File: src/rtl/dram_sequencer_pkg.sv
// Shared definitions for the VG8020 slot-3 DRAM sequencer: state encoding,
// default timing values and strobe decode helpers.
package dram_sequencer_pkg;

   typedef enum logic [2:0] {
      ST_IDLE      = 3'd0,
      ST_ROW       = 3'd1,
      ST_COL       = 3'd2,
      ST_ACCESS    = 3'd3,
      ST_RFSH      = 3'd4,
      ST_CBR_CAS   = 3'd5,
      ST_CBR_RAS   = 3'd6,
      ST_PRECHARGE = 3'd7
   } state_t;

   localparam int DEF_RAS_TO_MUX     = 1;
   localparam int DEF_MUX_TO_CAS     = 1;
   localparam int DEF_T_RP           = 2;
   localparam int DEF_T_RFSH         = 3;
   localparam int DEF_REFRESH_PERIOD = 256;

   // Phase counter width; covers every timing parameter up to 255 cycles.
   localparam int CNT_W = 8;

   function automatic logic ras_active(input state_t s);
      return s inside {ST_ROW, ST_COL, ST_ACCESS, ST_RFSH, ST_CBR_RAS};
   endfunction

   function automatic logic col_select(input state_t s);
      return s inside {ST_COL, ST_ACCESS};
   endfunction

   function automatic logic cas_active(input state_t s);
      return s inside {ST_ACCESS, ST_CBR_CAS, ST_CBR_RAS};
   endfunction

endpackage

File: src/rtl/dram_sequencer_refresh_timer.sv
// Free-running refresh interval timer with a sticky pending flag.
// Only compiled and used when AUTO_REFRESH_EN is defined.
`ifdef AUTO_REFRESH_EN
module refresh_timer
   import dram_sequencer_pkg::*;
#(
   parameter int REFRESH_PERIOD = DEF_REFRESH_PERIOD
) (
   input  logic clk,
   input  logic rst,
   input  logic clr,
   output logic pending
);

   localparam int TW = (REFRESH_PERIOD > 2) ? $clog2(REFRESH_PERIOD) : 1;
   localparam logic [TW-1:0] LAST = TW'(REFRESH_PERIOD - 1);

   logic [TW-1:0] count;
   logic          wrap;

   assign wrap = (count == LAST);

   // A wrap in the same cycle as a clear starts a new interval, so set wins.
   always_ff @(posedge clk) begin
      if (rst) begin
         count   <= '0;
         pending <= 1'b0;
      end else begin
         count <= wrap ? '0 : count + TW'(1);
         if (wrap)
            pending <= 1'b1;
         else if (clr)
            pending <= 1'b0;
      end
   end

endmodule
`endif

File: src/rtl/dram_sequencer.sv
// VG8020 slot-3 DRAM timing sequencer: nRAS/MUX/nCAS/nWE generation and Z80 /WAIT.
// Define AUTO_REFRESH_EN to add internal CAS-before-RAS refresh.
module dram_sequencer
   import dram_sequencer_pkg::*;
#(
   parameter int RAS_TO_MUX     = DEF_RAS_TO_MUX,
   parameter int MUX_TO_CAS     = DEF_MUX_TO_CAS,
   parameter int T_RP           = DEF_T_RP,
   parameter int T_RFSH         = DEF_T_RFSH,
   parameter int REFRESH_PERIOD = DEF_REFRESH_PERIOD
) (
   input  logic clk,
   input  logic rst,
   input  logic nmreq,
   input  logic nrd,
   input  logic nwr,
   input  logic nrfsh,
   input  logic nsltsl3,
   output logic nras,
   output logic mux,
   output logic ncas,
   output logic nwe,
   output logic nwait
);

   localparam logic [CNT_W-1:0] ROW_LAST  = CNT_W'(RAS_TO_MUX - 1);
   localparam logic [CNT_W-1:0] COL_LAST  = CNT_W'(MUX_TO_CAS - 1);
   localparam logic [CNT_W-1:0] RP_LAST   = CNT_W'(T_RP - 1);
   localparam logic [CNT_W-1:0] RFSH_LAST = CNT_W'(T_RFSH - 1);

   state_t           state;
   state_t           next_state;
   logic [CNT_W-1:0] cnt;
   logic [CNT_W-1:0] cnt_next;
   logic             req_s3;
   logic             z80_rfsh;
   logic             strobe;
   logic             wait_state;
   logic             rfsh_pending;
   logic             nwait_next;

   assign req_s3     = !nmreq && nrfsh && !nsltsl3;
   assign z80_rfsh   = !nmreq && !nrfsh;
   assign strobe     = !nrd || !nwr;
   assign wait_state = state inside {ST_PRECHARGE, ST_CBR_CAS, ST_CBR_RAS};

`ifdef AUTO_REFRESH_EN
   logic rfsh_clr;

   assign rfsh_clr = (state == ST_IDLE) && (next_state inside {ST_RFSH, ST_CBR_CAS});

   refresh_timer #(
      .REFRESH_PERIOD(REFRESH_PERIOD)
   ) u_refresh_timer (
      .clk    (clk),
      .rst    (rst),
      .clr    (rfsh_clr),
      .pending(rfsh_pending)
   );
`else
   localparam int unused_refresh_period = REFRESH_PERIOD;
   assign rfsh_pending = 1'b0;
`endif

   always_comb begin
      next_state = state;
      unique case (state)
         ST_IDLE: begin
            // Z80 refresh beats a memory request; a pending CBR yields to both.
            if (z80_rfsh)
               next_state = ST_RFSH;
            else if (req_s3)
               next_state = ST_ROW;
            else if (rfsh_pending)
               next_state = ST_CBR_CAS;
         end
         ST_ROW: begin
            if (nmreq)
               next_state = ST_PRECHARGE;
            else if (cnt >= ROW_LAST)
               next_state = ST_COL;
         end
         ST_COL: begin
            if (nmreq)
               next_state = ST_PRECHARGE;
            else if ((cnt >= COL_LAST) && strobe)
               next_state = ST_ACCESS;
         end
         ST_ACCESS: begin
            if (nmreq)
               next_state = ST_PRECHARGE;
         end
         ST_RFSH: begin
            if (nmreq)
               next_state = ST_PRECHARGE;
         end
         ST_CBR_CAS: next_state = ST_CBR_RAS;
         ST_CBR_RAS: begin
            if (cnt >= RFSH_LAST)
               next_state = ST_PRECHARGE;
         end
         ST_PRECHARGE: begin
            // A request held through precharge starts its row straight away.
            if (cnt >= RP_LAST)
               next_state = req_s3 ? ST_ROW : ST_IDLE;
         end
         default: next_state = ST_IDLE;
      endcase

      if (next_state != state)
         cnt_next = '0;
      else if (cnt == '1)
         cnt_next = cnt;
      else
         cnt_next = cnt + CNT_W'(1);

      nwait_next = !(req_s3 && wait_state && (next_state != ST_ROW));
   end

   always_ff @(posedge clk) begin
      if (rst) begin
         state <= ST_IDLE;
         cnt   <= '0;
         nras  <= 1'b1;
         mux   <= 1'b0;
         ncas  <= 1'b1;
         nwe   <= 1'b1;
         nwait <= 1'b1;
      end else begin
         state <= next_state;
         cnt   <= cnt_next;
         nras  <= !ras_active(next_state);
         mux   <= col_select(next_state);
         ncas  <= !cas_active(next_state);
         nwe   <= !((next_state == ST_ACCESS) && !nwr);
         nwait <= nwait_next;
      end
   end

endmodule

File: config.mk
export PLATFORM = sky130hd
export DESIGN_NAME = dram_sequencer
export DESIGN_NICKNAME = d
export VERILOG_FILES = /design/src/rtl/dram_sequencer_pkg.sv /design/src/rtl/dram_sequencer_refresh_timer.sv /design/src/rtl/dram_sequencer.sv
export SDC_FILE = /design/constraint.sdc
export NUM_CORES = 1
export LEC_CHECK = 0
export ABC_AREA = 1
export BUFFER_PORTS_ARGS = -buffer_cell sky130_fd_sc_hd__buf_2
export CORE_MARGIN = 8
export CORE_UTILIZATION = 55
export DETAILED_ROUTE_END_ITERATION = 12
export GPL_TIMING_DRIVEN = 0
export PLACE_DENSITY = 0.82
export SYNTH_ARGS = -nofsm -noshare
export SYNTH_HDL_FRONTEND = slang
export SYNTH_HIERARCHICAL = 1
export SYNTH_SLANG_ARGS = --single-unit
File: constraint.sdc
create_clock -name clk -period 1.68 [get_ports clk]
set_input_delay 0.168 -clock clk [delete_from_list [all_inputs] [get_ports clk]]
set_output_delay 0.168 -clock clk [all_outputs]
set_load 0.01 [all_outputs]
# [After elaboration in Yosys (flattened, before gate mapping)]
# Cells that the tools add are included.
[classes] magnitude_cmp=3 n_mux=11 reduce_logical=24 add_sub_neg=1 n_eq_ne=16
[ops] operator="$mux 3" count=9
[ops] operator="$eq 3x3->1 const B" count=7
[ops] operator="$pmux 3 s7" count=1
[ops] operator="$ge 8x1->1 const B" count=2
[ops] operator="$eq 3x2->1 const B" count=4
[ops] operator="$logic_not 1->1" count=9
[ops] operator="$add 8x1->8 const B" count=1
[ops] operator="$eq 8x8->1 const B" count=1
[ops] operator="$ge 8x2->1 const B" count=1
[ops] operator="$logic_and 1x1->1" count=7
[ops] operator="$eq 3x1->1 const B" count=2
[ops] operator="$reduce_bool 3->1" count=2
[ops] operator="$reduce_bool 5->1" count=1
[ops] operator="$reduce_or 2->1" count=2
[ops] operator="$logic_not 3->1" count=1
[ops] operator="$ne 3x1->1 const B" count=1
[ops] operator="$ne 3x3->1" count=1
[ops] operator="$reduce_bool 2->1" count=1
[ops] operator="$logic_or 1x1->1" count=1
[ops] operator="$mux 1" count=1
[totals] elab_cells=62 register_bits=16

# [Depth between registers and ports, before layout]
# Gate-level depths: netlist of the first run.
[depth] word_depth=9 ltp_mapped=12 depth_no_buf=12

# [Worst setup path after synthesis of the first run]
# No wires, ideal clock.
[synth_timing] path_kind="register to register" start="register cnt[1]" end="register cnt[7]" slack_ns=0.247 stages_incl_launch_ff=13 path_buffers=0 setup_time_ns=0.118 t_arrival_ns=1.315 path_cell_list="dfxtp_1 inv_1 ha_1 inv_1 nand2_1 nor2_1 nand3_2 nand3_2 nand2_1 nand2_1 nor2_2 nand2_2 nor2_1"
[synth_via] elab_chain_len=7
[synth_lines] item="start: declaration" line_no="dram_sequencer.sv:33" source="logic [CNT_W-1:0] cnt;"
[synth_lines] item="start signal: assignment" line_no="dram_sequencer.sv:131" source="cnt <= cnt_next;"
[synth_lines] item="$ge 8x1->1" line_no="dram_sequencer.sv:80, dram_sequencer.sv:86"
[synth_lines] item="$logic_and 1x1->1" line_no="dram_sequencer.sv:86" source="else if ((cnt >= COL_LAST) && strobe)"
[synth_lines] item="$mux 3" line_no="dram_sequencer.sv:86"
[synth_lines] item="$mux 3" line_no="dram_sequencer.sv:84" source="if (nmreq)"
[synth_lines] item="$pmux 3 s7" line_no="dram_sequencer.sv:67" source="unique case (state)"
[synth_lines] item="$ne 3x3->1" line_no="dram_sequencer.sv:110" source="if (next_state != state)"
[synth_lines] item="$reduce_or 2->1 (no line)"
# Several ways; a longest one is shown, not always the timed one.
# A chain may end at the register's enable or synchronous reset.

# [Final worst setup path of the first run]
[layout_timing] start="register cnt[1]" end="register ncas"
[layout_via] elab_chain_len=8
[layout_lines] item="$ge 8x1->1" line_no="dram_sequencer.sv:80, dram_sequencer.sv:86"
[layout_lines] item="$logic_and 1x1->1" line_no="dram_sequencer.sv:86"
[layout_lines] item="$mux 3" line_no="dram_sequencer.sv:86"
[layout_lines] item="$mux 3" line_no="dram_sequencer.sv:84"
[layout_lines] item="$pmux 3 s7 *" line_no="dram_sequencer.sv:67"
[layout_lines] item="$eq 3x2->1 or $eq 3x3->1 (tied branches)" line_no="dram_sequencer_pkg.sv:34" source="return s inside {ST_ACCESS, ST_CBR_CAS, ST_CBR_RAS};"
[layout_lines] item="$reduce_bool 3->1 *" line_no="dram_sequencer_pkg.sv:34"
[layout_lines] item="$logic_not 1->1 *" line_no="dram_sequencer.sv:134" source="ncas <= !cas_active(next_state);"
[layout_lines] item="end signal: assignment" line_no="dram_sequencer.sv:134"
[layout_lines] item="end: declaration" line_no="dram_sequencer.sv:21" source="output logic ncas,"
# Mark *: on every way between the ends. The rest lies on a longest branch, timed or not.

==> impl_metrics.json, run 1 <==
{
  "status": "completed",
  "fin_crit_sh_pct": 94.0,
  "skew_ns": 0.00541,
  "slew_viol_final": 0,
  "start_util_pct": 59.5,
  "syn-num-nets": 152,
  "synth-edff-count": 0,
  "worst_slew_pin_slew_ns": 0.324,
  "r2r_start": "cnt[1]$_SDFFE_PP0P_",
  "die_w_um": 56.8,
  "ys_ff_latch": 16,
  "hold_path_class": "primary input to flop",
  "hold_viol_final": 0,
  "end_kind": "flop",
  "p_sw_share_pct": 47.0,
  "synthesis.area_um2": 917,
  "cts_max_path_buffers": 2,
  "overflow": 0,
  "worstSkewPairLatency_ns": 0.29,
  "antenna_cells": 0,
  "slew_headroom_pct": 78.2,
  "grt_start_max_net_pins": 10,
  "vdd_drop_max_v": 0.000968,
  "coreArea_um2": 1540,
  "ff2ff_setup_slack_ns": 0.10,
  "die_y_um": 56.8,
  "io_buffers": 11,
  "grt_usage_pct": 12.4,
  "via_per_inst": 5.35,
  "maxCapViolCount": 0,
  "avgSynthCellArea_um2": 6.50,
  "yosysWarnings": 6,
  "whs_ns": 0.0853,
  "synth_area_leaders": "dfxtp_1 35%, nand2_1 12%, nor2_1 11%",
  "vias": 925,
  "yosysTopAreaCellShare_pct": 34.9,
  "rows": 14,
  "place_congestion": 0.865,
  "endpoint": "ncas$_SDFF_PP1_",
  "die-area_um2": 3230,
  "fin_cells": 173,
  "power_density_nw_per_um2": 1600,
  "areaGrowthSynthToFinish_pct": 16.8,
  "cp-startpoint": "cnt[1]$_SDFFE_PP0P_",
  "grt_pass1_vias": 904,
  "final_nets": 169,
  "cts_buffers": 3,
  "rr_endpoint": "ncas$_SDFF_PP1_",
  "p_leak_uw": 0.000514,
  "hpwl_mm": 1.57,
  "p_clk_share_pct": 14.9,
  "clkTransAtPathRegs_ns": 0.10,
  "synthArstFlopShare_pct": 0,
  "wl_per_cell_um": 11.8,
  "cp-start-kind": "flop",
  "synth_cell_types": 18,
  "path_max_fanout": 4,
  "cts_tree": "built",
  "drt_iter0_drc": 15,
  "antenna_found_initial": 0,
  "worstPathArrival_ns": 1.76,
  "internal_power_uw": 910,
  "dpl.cell_count": 168,
  "ys.flop_type": "dfxtp_1",
  "ys_seq_area_share_pct": 34.9,
  "drive_above_1_share_pct": 22.3,
  "period_needed_ns": 1.58,
  "setup_viol": 0,
  "rr_worst_depth": 12,
  "grt_pass1_wl_mm": 3.37,
  "p_comb_share_pct": 54.3,
  "fmax_ghz": 0.633,
  "p_sw_uw": 807,
  "cts-htree-levels": 1,
  "drc": 0,
  "io_pins": 12,
  "tns_ns": 0,
  "yosysTopAreaCell": "dfxtp_1",
  "worst-setup-path-type": "flop to flop",
  "power_frac_seq_pct": 30.8,
  "cp_data_required_time_ns": 1.86,
  "cts_sinks": 16,
  "netlist_instances": 141,
  "ant_nets": 0,
  "finalWirelength_mm": 2.05,
  "cts_root_buffer": "clkbuf_4",
  "grt_setup_unrepaired": "yes",
  "drt_pass1_iterations": 4
}
## timing repair
item / in CTS / in global routing
gates resized for setup: 0 / 13
endpoints found under the setup margin: 0 / 13
hold buffers: 0 / 0
buffers inserted: 0 / 1
## cell usage in the layout (no fill, tap or decap), types with 3 or more instances in the layout
master    count
dfxtp_1      14
nand3_2       4
o21ai_1       3
xor2_1        3
ha_1          3
clkbuf_4      3
nor2_1       26
nor2_2        3
inv_2         4
a21oi_1       3
buf_2        11
nor3_1        4
nand3_1      11
o21ai_0       4
inv_1        19
nand2_1      28
## cell families after synthesis
logic type / share of synthesized area [%]
AND/OR/NAND/NOR: 39.8
buffers and inverters: 9.82
adder cells (fa/ha/maj): 5.46
XOR/XNOR: 2.87
AO/OA/AOI/OAI: 7.09
flip-flops: 34.9
## Yosys cell counts, types with 4 or more instances
library cell / number
o21ai_0: 4
ha_1: 4
inv_1: 21
nor3_1: 4
nor2_1: 27
dfxtp_1: 16
nand2_1: 30
nand3_2: 4
nand3_1: 12
## critical path, cell delays in order, from the launching register on
cell and delay (ns):
dfxtp_4 0.38, inv_4 0.04, ha_2 0.15, inv_1 0.04, nand2_1 0.05, nor2_2 0.10, nand3_2 0.15, nand3_2 0.13
nand2_2 0.07, nor2_1 0.13, nor2_1 0.05, nor2_1 0.11, nand2_1 0.06
## sequential cells by signal (all words and copies together) (netlist names)
register  flops
nras          1
nwait         1
nwe           1
ncas          1
cnt           8
mux           1
state         3
## power groups by stage
| stage | clock network [uW] | logic (uW) | registers (uW) |
|---|---|---|---|
| 4_1_cts | 258 | 805 | 521 |
| 3_3_place_gp | 0 | 763 | 525 |
| 6_report | 256 | 932 | 529 |
| 3_5_place_dp | 0 | 802 | 529 |
| 2_1_floorplan | 0 | 600 | 537 |
| 5_1_grt | 283 | 1040 | 538 |
## worst min path at each step
| stage | slack, ns | cells after the start | start | endpoint |
|---|---|---|---|---|
| 2_1_floorplan | 0.24 | 1 | rst | state[0]$_SDFF_PP0_ |
| 3_3_place_gp | 0.39 | 3 | nwr | nwe$_SDFF_PP1_ |
| 3_5_place_dp | 0.39 | 3 | nwr | nwe$_SDFF_PP1_ |
| 4_1_cts | 0.09 | 3 | nwr | nwe$_SDFF_PP1_ |
| 5_1_grt | 0.09 | 3 | nwr | nwe$_SDFF_PP1_ |
| 6_report | 0.09 | 3 | nwr | nwe$_SDFF_PP1_ |
## final cells by class
cell class              instances  area, um2
inverters                      24       92.6
flip-flops and latches         16        325
well taps                      16       20.0
fillers                       134        470
multi-input cells             101        534
clock buffers                   4       36.3
repair buffers                 12       62.6
## metrics by stage
stage / total power (uW) / worst slack, ns / cell area (um2) / utilization, %
global placement: 1290 / 0.0778 / 992 / 64.4
CTS: 1580 / 0.0105 / 1030 / 66.7
floorplan: 1140 / 0.247 / 917 / -
global route: 1860 / -0.0266 / 1070 / 69.5
detailed placement: 1330 / 0.0270 / 992 / 64.4
finish: 1720 / 0.101 / 1070 / 69.5
## per-layer routing
| layer | part of all wire (%) | up-vias | wire, um | GRT usage, % |
|---|---|---|---|---|
| li1 | - | 471 | - | - |
| met1 | 40 | 422 | 816 | 11.9 |
| met2 | 54 | 26 | 1110 | 23.4 |
| met3 | 4.7 | 6 | 97 | 4.27 |
| met4 | 1.4 | 0 | 29 | 4.70 |
| met5 | 0 | - | 0 | 0 |
Note: power is estimated with default switching activity, not from simulation.
==> run 2, diff against run 1 <==
--- a/config.mk
+++ b/config.mk
@@ -12,6 +12,7 @@
 export DETAILED_ROUTE_END_ITERATION = 12
 export GPL_TIMING_DRIVEN = 0
 export PLACE_DENSITY = 0.82
+export SETUP_SLACK_MARGIN = 0.2
 export SYNTH_ARGS = -nofsm -noshare
 export SYNTH_HDL_FRONTEND = slang
 export SYNTH_HIERARCHICAL = 1
==> impl_metrics.json, run 2 (synthesized netlist as in run 1, its figures left out) <==
{
  "antenna_found_initial": 0,
  "die_w_um": 56.8,
  "start_util_pct": 59.5,
  "io_buffers": 11,
  "total_power_uw": 1860,
  "post-route-util_pct": 77.2,
  "path_max_fanout": 4,
  "nFillCells": 127,
  "top_register": "cnt",
  "maxCapViolCount": 0,
  "antenna_cells": 0,
  "via_per_inst": 5.39,
  "cts_buffers": 3,
  "cts_sinks": 16,
  "drive_above_1_share_pct": 33.3,
  "cts_root_buffer": "clkbuf_4",
  "power_frac_seq_pct": 29.1,
  "die_y_um": 56.8,
  "power_density_nw_per_um2": 1560,
  "worst-setup-path-type": "flop to flop",
  "period_needed_ns": 1.57,
  "drc": 0,
  "wl_per_cell_um": 13.0,
  "grt_pass1_vias": 961,
  "p_leak_uw": 0.000552,
  "drt_pass1_iterations": 4,
  "hpwl_mm": 1.57,
  "vdd_drop_max_v": 0.00109,
  "worstSkewPairLatency_ns": 0.29,
  "p_sw_uw": 860,
  "areaGrowthSynthToFinish_pct": 29.7,
  "grt_start_max_net_pins": 10,
  "rows": 14,
  "post_dp_cell_area_um2": 992,
  "largest_reg_flops": 8,
  "worst_slew_pin_slew_ns": 0.340,
  "mostFrequentLayoutCells": "26 x nand2_1, 25 x nor2_1, 16 x inv_1",
  "p_sw_share_pct": 46.3,
  "overflow": 0,
  "finalWirelength_mm": 2.36,
  "die-area_um2": 3230,
  "p_comb_share_pct": 57.3,
  "status": "completed",
  "grt_usage_pct": 13.8,
  "drt_iter0_drc": 27,
  "fmax_ghz": 0.638,
  "skew_ns": 0.00329,
  "end_kind": "flop",
  "internal_power_uw": 999,
  "worstPathArrival_ns": 1.76,
  "grt_setup_unrepaired": "yes",
  "cp_data_required_time_ns": 1.87,
  "stdcell_area_um2": 1190,
  "mostFrequentLayoutCell": "nand2_1",
  "cts-htree-levels": 1,
  "cts_max_path_buffers": 2,
  "vias": 976,
  "slew_headroom_pct": 77.2,
  "coreArea_um2": 1540,
  "cts_tree": "built",
  "hold_viol_final": 0,
  "tns_ns": 0,
  "final_nets": 177,
  "reg_top3": "cnt x8, state x3",
  "setup_viol": 0,
  "slew_viol_final": 0,
  "io_pins": 12,
  "hold_path_class": "primary input to flop",
  "cp-start-kind": "flop",
  "place_congestion": 0.865,
  "p_clk_share_pct": 13.6,
  "fin_crit_sh_pct": 93.4,
  "ant_nets": 0,
  "grt_pass1_wl_mm": 3.77,
  "clkTransAtPathRegs_ns": 0.09
}
==> run 2: cell types whose count changed in the layout (fill, tap and decap cells not counted), sizes merged <==
cell,before,now
buf,12,20
==> run 2: layout make-up <==
type	count	area, um2	area share, %
multi-input cells	101	586	49.2
flip-flops and latches	16	328	27.5
repair buffers	20	123	10.3
inverters	24	97.6	8.20
clock buffers	4	36.3	3.05
well taps	16	20.0	1.68
==> run 2: power by group through the flow <==
stage	registers (uW)	logic, uW	clock network (uW)
CTS	532	1010	258
floorplan	537	600	0
detailed placement	529	802	0
global route	549	1180	284
global placement	525	763	0
finish	541	1060	253
==> run 2: timing repair <==
item	4_1_cts	5_1_grt
pin swaps	19	11
gates resized for setup	22	9
gates cloned	0	0
setup buffers	5	4
hold buffers	0	0
setup endpoints to repair	14	14
==> run 2: final timing paths <==
path,cells after the start,from,endpoint,slack [ns]
worst max-delay path,8,cnt[1]$_SDFFE_PP0P_,cnt[7]$_SDFFE_PP0P_,0.11
worst min-delay path,3,nwr,nwe$_SDFF_PP1_,0.09
worst max register to register,8,cnt[1]$_SDFFE_PP0P_,cnt[7]$_SDFFE_PP0P_,0.11
worst min register to register,2,cnt[7]$_SDFFE_PP0P_,cnt[7]$_SDFFE_PP0P_,0.59
==> run 2: critical path, stage by stage (launching register included) <==
cell and delay [ns]:
dfxtp_2 0.37, inv_4 0.06, buf_4 0.13, nor3_2 0.25, nand2_1 0.13, nor2_1 0.18
nand3_1 0.11, a22oi_1 0.19, nor2_1 0.06
==> run 2: per-stage QoR <==
step | worst slack [ns] | hold WS, ns | cells
2_1_floorplan | 0.247 | 0.240 | 141
3_3_place_gp | 0.0778 | 0.387 | 168
3_5_place_dp | 0.0270 | 0.392 | 168
4_1_cts | 0.170 | 0.0895 | 177
5_1_grt | -0.0566 | 0.0943 | 181
6_report | 0.112 | 0.0945 | 181
==> run 2: routing by layer <==
metal  up-vias  global-route usage [%]  routed length, um
met1       454                    13.3                899
met2        32                    26.6               1360
met5         -                       0                  0
met4         0                    4.03                  0
li1        490                       -                  -
met3         0                    4.49                102
